--- src/rtl/modulator_assemblage.sv ---
// Carrier modulator: phase accumulator driving a quarter-wave sine ROM, with
// FSK/ASK/BPSK/QPSK keying and a free-running dibit framer for QPSK.
module modulator_assemblage #(
    parameter int WIDTH           = 16,
    parameter int PHASE_BITS      = 8,
    parameter int QPSK_BIT_CYCLES = 32
) (
    input  logic             clk,
    input  logic             rst_n,
    input  logic             Din,
    input  logic [1:0]       Mod,
    input  logic [1:0]       Freq,
    output logic [WIDTH-1:0] out
);

    localparam int QUARTER  = 1 << (PHASE_BITS - 2);
    localparam int CNT_BITS = $clog2(QPSK_BIT_CYCLES);
    localparam real PI      = 3.14159265358979323846;
    localparam real AMPL    = real'((1 << (WIDTH - 1)) - 1);

    localparam logic [WIDTH-1:0]      MIDSCALE    = {1'b1, {(WIDTH-1){1'b0}}};
    localparam logic [PHASE_BITS-2:0] QUARTER_IDX = QUARTER[PHASE_BITS-2:0];
    localparam logic [CNT_BITS-1:0]   CNT_LAST    = CNT_BITS'(QPSK_BIT_CYCLES - 1);

    localparam logic [PHASE_BITS-1:0] OFS_HALF = PHASE_BITS'(2 * QUARTER);
    localparam logic [PHASE_BITS-1:0] OFS_00   = PHASE_BITS'(QUARTER / 2);
    localparam logic [PHASE_BITS-1:0] OFS_01   = PHASE_BITS'(3 * QUARTER / 2);
    localparam logic [PHASE_BITS-1:0] OFS_11   = PHASE_BITS'(5 * QUARTER / 2);
    localparam logic [PHASE_BITS-1:0] OFS_10   = PHASE_BITS'(7 * QUARTER / 2);

    localparam logic [1:0] MOD_FSK  = 2'b00;
    localparam logic [1:0] MOD_ASK  = 2'b01;
    localparam logic [1:0] MOD_BPSK = 2'b10;

    // Magnitude of the first quarter wave, entries 0..QUARTER inclusive.
    function automatic logic [WIDTH-1:0] quarter_amp(input int k);
        real angle;
        real mag;
        angle = 2.0 * PI * real'(k) / real'(1 << PHASE_BITS);
        mag   = AMPL * $sin(angle);
        return WIDTH'($rtoi(mag + 0.5));
    endfunction

    logic [WIDTH-1:0] amp_rom [0:QUARTER];

    generate
        for (genvar gi = 0; gi <= QUARTER; gi++) begin : g_rom
            assign amp_rom[gi] = quarter_amp(gi);
        end
    endgenerate

    logic [PHASE_BITS-1:0] acc_q, acc_d;
    logic [WIDTH-1:0]      out_q, out_d;
    logic [CNT_BITS-1:0]   bit_cnt_q, bit_cnt_d;
    logic                  first_bit_q, first_bit_d;
    logic                  pair_flag_q, pair_flag_d;
    logic [1:0]            dibit_q, dibit_d;

    logic [PHASE_BITS-1:0] base_step;
    logic [PHASE_BITS-1:0] step;
    logic [PHASE_BITS-1:0] offset;
    logic                  amp_en;
    logic [PHASE_BITS-1:0] phase;
    logic [1:0]            quadrant;
    logic [PHASE_BITS-3:0] fine;
    logic [PHASE_BITS-2:0] rom_idx;
    logic [WIDTH-1:0]      amp;
    logic [WIDTH-1:0]      sample;

    always_comb begin
        base_step = PHASE_BITS'(1) << Freq;
        step      = base_step;
        offset    = '0;
        amp_en    = 1'b1;
        case (Mod)
            MOD_FSK:  if (Din) step = base_step << 1;
            MOD_ASK:  amp_en = Din;
            MOD_BPSK: if (!Din) offset = OFS_HALF;
            default: begin
                // Gray-coded constellation, one quadrant centre per dibit
                case (dibit_q)
                    2'b00:   offset = OFS_00;
                    2'b01:   offset = OFS_01;
                    2'b11:   offset = OFS_11;
                    default: offset = OFS_10;
                endcase
            end
        endcase
    end

    // Fold the 8-bit phase onto the quarter-wave table.
    assign phase    = acc_q + offset;
    assign quadrant = phase[PHASE_BITS-1:PHASE_BITS-2];
    assign fine     = phase[PHASE_BITS-3:0];
    assign rom_idx  = quadrant[0] ? (QUARTER_IDX - {1'b0, fine}) : {1'b0, fine};
    assign amp      = amp_rom[rom_idx];
    assign sample   = quadrant[1] ? (MIDSCALE - amp) : (MIDSCALE + amp);

    assign out_d = amp_en ? sample : MIDSCALE;
    assign acc_d = acc_q + step;

    always_comb begin
        bit_cnt_d   = (bit_cnt_q == CNT_LAST) ? '0 : bit_cnt_q + CNT_BITS'(1);
        first_bit_d = first_bit_q;
        pair_flag_d = pair_flag_q;
        dibit_d     = dibit_q;
        // Framer runs in every mode so switching into QPSK finds it in step.
        if (bit_cnt_q == CNT_LAST) begin
            if (!pair_flag_q) begin
                first_bit_d = Din;
                pair_flag_d = 1'b1;
            end else begin
                dibit_d     = {first_bit_q, Din};
                pair_flag_d = 1'b0;
            end
        end
    end

    always_ff @(posedge clk or negedge rst_n) begin
        if (!rst_n) begin
            acc_q       <= '0;
            out_q       <= MIDSCALE;
            bit_cnt_q   <= '0;
            first_bit_q <= 1'b0;
            pair_flag_q <= 1'b0;
            dibit_q     <= 2'b00;
        end else begin
            acc_q       <= acc_d;
            out_q       <= out_d;
            bit_cnt_q   <= bit_cnt_d;
            first_bit_q <= first_bit_d;
            pair_flag_q <= pair_flag_d;
            dibit_q     <= dibit_d;
        end
    end

    assign out = out_q;

endmodule

--- config.mk ---
export PLATFORM = sky130hd
export DESIGN_NAME = modulator_assemblage
export DESIGN_NICKNAME = d
export VERILOG_FILES = /design/src/rtl/modulator_assemblage.sv
export SDC_FILE = /design/constraint.sdc
export NUM_CORES = 1
export LEC_CHECK = 0
export ABC_AREA = 1
export CAP_MARGIN = 15
export CELL_PAD_IN_SITES_DETAIL_PLACEMENT = 1
export CELL_PAD_IN_SITES_GLOBAL_PLACEMENT = 1
export CORE_ASPECT_RATIO = 1.1
export CORE_MARGIN = 1
export CORE_UTILIZATION = 27
export CTS_BUF_LIST = sky130_fd_sc_hd__clkbuf_4
export CTS_CLUSTER_SIZE = 24
export DETAILED_ROUTE_END_ITERATION = 16
export PLACE_DENSITY = 0.69
export SLEW_MARGIN = 5
export SYNTH_ARGS = -nofsm -noshare
export SYNTH_HDL_FRONTEND = slang
export SYNTH_SLANG_ARGS = --single-unit
--- constraint.sdc ---
create_clock -name clk -period 3.2 [get_ports clk]
set_input_delay 0.64 -clock clk [delete_from_list [all_inputs] [get_ports clk]]
set_output_delay 0.64 -clock clk [all_outputs]
set_load 0.01 [all_outputs]
==> flow_summary_export.csv <==
group,metric,value,unit
synthesis,muxShareOfSynthArea,0.327,%
clocking,cts_made_buffers,5,
finish,nFillCells,1579,
clocking,hold_buffers,0,
min_path,min_to,"bit_cnt_q[0]",
worst_setup_path,slowest_stage,"fa_2",
clocking,clock-sinks,33,
synthesis,synth-compound-area-share,9.56,%
clocking,ctsHtreeMaxLevel,2,
synthesis,synthSimpleGateAreaFrac,46.1,%
synthesis,synthXorXnorAreaFrac,2.04,%
finish,seqCellArea,827,um2
timing,slew_violations,0,
finish,drive_gt1_share,35.6,%
grt,grt_use_total,22.8,%
grt,grt_max_degree,34,
drt,first_iter_violations,204,
timing,hold_viol,0,
floorplanning,coreArea,0.0122,mm2
worst_setup_path,timing.rr.start,"dibit_q[0]",
place,numPortBuffers,22,
worst_setup_path,crit_path_end_kind,"flip-flop",
synthesis,synth_edf_count,0,
finish,multi_input_area,0.00266,mm2
min_path,hold_depth,1,
timing,setup_ws,-0.279,ns
timing,min_period_over_period,109,%
synthesis,synth_fa_ha_area_share,8.44,%
min_path,min_path_type,"flip-flop to flip-flop",
worst_setup_path,worst_path_most_repeated_cell,"nand2_1",
synthesis,synth_top_family_by_area,"simple AND/OR/NAND/NOR gates",
synthesis,syn_area,0.00344,mm2
clocking,clk_latency,0.36,ns
grt,overflow,0,
worst_setup_path,worst-path-buf-inv,5,
drt,wl_per_cell,16.6,um
worst_setup_path,reg2reg_to,"out[10]",
drt,via_count,4298,
finish,final_nets,734,
worst_setup_path,crit_arrival,3.77,ns
place,place_hpwl,11.2,mm
synthesis,syn-num-nets,584,
timing,skew,0.00366,ns
drt,drt_pass1_iterations,4,
drt,drtAntennaViolNets,0,
run_status,failed_checks,"negative setup slack",
timing,finalSetupViolations,14,
clocking,cts_tree,"done",
timing,rsz0062_at_grt,"yes",
floorplanning,start_util,28.1,%
synthesis,syn_area_per_cell,6.20,um2
grt,grt_pass1_vias,4561,
drt,wl,14.3,mm
finish,area_growth_syn_to_layout,54.0,%
synthesis,synth-main-ff-cell,"dfrtp_1",
synthesis,ys_ff_latch,33,
clocking,clk_pin_slew,0.12,ns
timing,maxSlewHeadroom,69.1,%
timing,tightest_slew,0.457,ns
place,gp_congestion,0.918,
grt,antenna_found_initial,1,
run_status,outcome,"complete, but fails checks",
synthesis,async_flop_share,100,%
job,cap_violations,0,
timing,holdWs,0.471,ns
floorplanning,die_area,0.0132,mm2
synthesis,synth_seq_area_share,24.0,%
synthesis,yosysWarnings,0,
timing,fin_crit,3.48,ns
floorplanning,fp.dieW,110,um
min_path,worstHoldStart,"bit_cnt_q[0]",
worst_setup_path,crit_path_max_incr_delay,0.66,ns
worst_setup_path,critPathTopFamily,"adder cells",
synthesis,synth_cell_types,36,
worst_setup_path,cp-start-kind,"flip-flop",
worst_setup_path,crit_required,3.49,ns
floorplanning,ios,23,
clocking,clk_path_buf_depth,2,
worst_setup_path,rr_worst_depth,25,
timing,max_freq,287,MHz
floorplanning,rows,42,
worst_setup_path,reg2reg_slack,-0.28,ns
drt,drc,0,
synthesis,syn_inst,555,
floorplanning,die_h,120,um
drt,vias_per_cell,4.99,
grt,grt_pass1_wl,22.8,mm
worst_setup_path,crit_type,"flip-flop to flip-flop",
worst_setup_path,critPathMaxFanout,6,
clocking,clockRootBuffer,"clkbuf_4",
## state kept, by name (all words and copies together) (netlist names)
register	flops
dibit_q	2
bit_cnt_q	5
first_bit_q	1
out	16
pair_flag_q	1
acc_q	8
## cells by family (layout without fill, tap and decap cells)
logic type / Yosys count / after routing
other: 0 / 1
AND/OR/NAND/NOR: 364 / 364
XOR/XNOR: 8 / 8
buffers and inverters: 69 / 220
flip-flops: 33 / 33
AO/OA/AOI/OAI: 58 / 58
multiplexers: 1 / 1
adder cells (fa/ha/maj): 22 / 22
## routing by layer
metal | share of wire [%] | wire length, um | up-vias | track usage, %
met5 | 0 | 0 | - | 0
met4 | 3.4 | 482 | 0 | 10.0
met3 | 2.8 | 405 | 31 | 2.80
met2 | 51 | 7240 | 76 | 39.2
met1 | 43 | 6170 | 2086 | 28.2
li1 | - | - | 2105 | -
## layout by cell type (no fill, tap or decap), types with 2 or more instances in the layout
cell type	instances
nand3_4	4
nor2_4	4
buf_2	2
o21ai_0	16
clkdlybuf4s50_1	20
ha_4	6
xnor2_1	3
nand3_2	17
nand3_1	72
a21oi_2	6
inv_4	3
clkbuf_4	5
nor3_1	4
nand2_1	170
ha_1	13
o21ai_2	2
buf_4	131
inv_6	3
o21ai_1	8
buf_12	4
a21oi_1	15
inv_1	37
xor2_1	5
a31oi_1	2
o211ai_1	2
inv_2	8
nand2_4	6
nor2_1	44
buf_6	3
nand2_2	24
dfrtp_1	32
nor2_2	9
nand4_1	6
nand3b_1	2
o21ai_4	3
## worst max-delay path by stage
| stage | start | to | slack [ns] | cells past startpoint |
|---|---|---|---|---|
| CTS | dibit_q[1] | out[10] | -0.19 | 23 |
| floorplan | Mod[0] | out[12] | -0.23 | 24 |
| global route | dibit_q[0] | out[12] | -0.51 | 23 |
| finish | dibit_q[0] | out[10] | -0.28 | 25 |
| detailed placement | Mod[1] | out[13] | -1.25 | 22 |
| global placement | Mod[1] | out[11] | -1.11 | 20 |
## through the flow
stage | utilization, % | std cells | setup slack (ns) | TNS [ns] | instance area, um2
after global routing | 43.3 | 861 | -0.510 | -6.45 | 5300
after CTS | 42.4 | 856 | -0.194 | -1.73 | 5190
final | 43.3 | 861 | -0.279 | -3.16 | 5300
after floorplan | - | 555 | -0.230 | -1.44 | 3530
after detailed placement | 38.8 | 834 | -1.25 | -17.16 | 4750
after global placement | 38.8 | 834 | -1.11 | -15.82 | 4750
## final cells by class
type | instances | share of cell area, %
multi-input cells | 453 | 50.1
repair buffers | 161 | 25.0
flip-flops and latches | 33 | 15.6
inverters | 51 | 4.04
well taps | 154 | 3.64
clock inverters | 3 | 0.874
clock buffers | 5 | 0.709
diodes | 1 | 0.0472
## Yosys cell counts (all sizes together) (2+ instances only)
cell type | count | area share, %
nand4 | 6 | 1.1
a31oi | 2 | 0.36
inv | 51 | 5.6
clkbuf | 2 | 0.22
nand3 | 93 | 14
ha | 20 | 7.3
dfrtp | 32 | 23
buf | 16 | 3.7
nor3 | 4 | 0.58
o21ai | 29 | 4.8
nand3b | 2 | 0.44
o211ai | 2 | 0.44
a21oi | 22 | 3.3
xnor2 | 3 | 0.76
fa | 2 | 1.2
nand2 | 201 | 23
nor2 | 57 | 6.5
xor2 | 5 | 1.3
## what timing repair did
action	CTS	global route
pin swaps	43	14
resized for setup	77	18
endpoints found under the hold margin	0	0
endpoints found under the setup margin	16	15
setup buffers	14	4
Power is left out: the tool's default activity adds up to more than one toggle a clock period on the data nets, which glitch-free logic cannot reach.
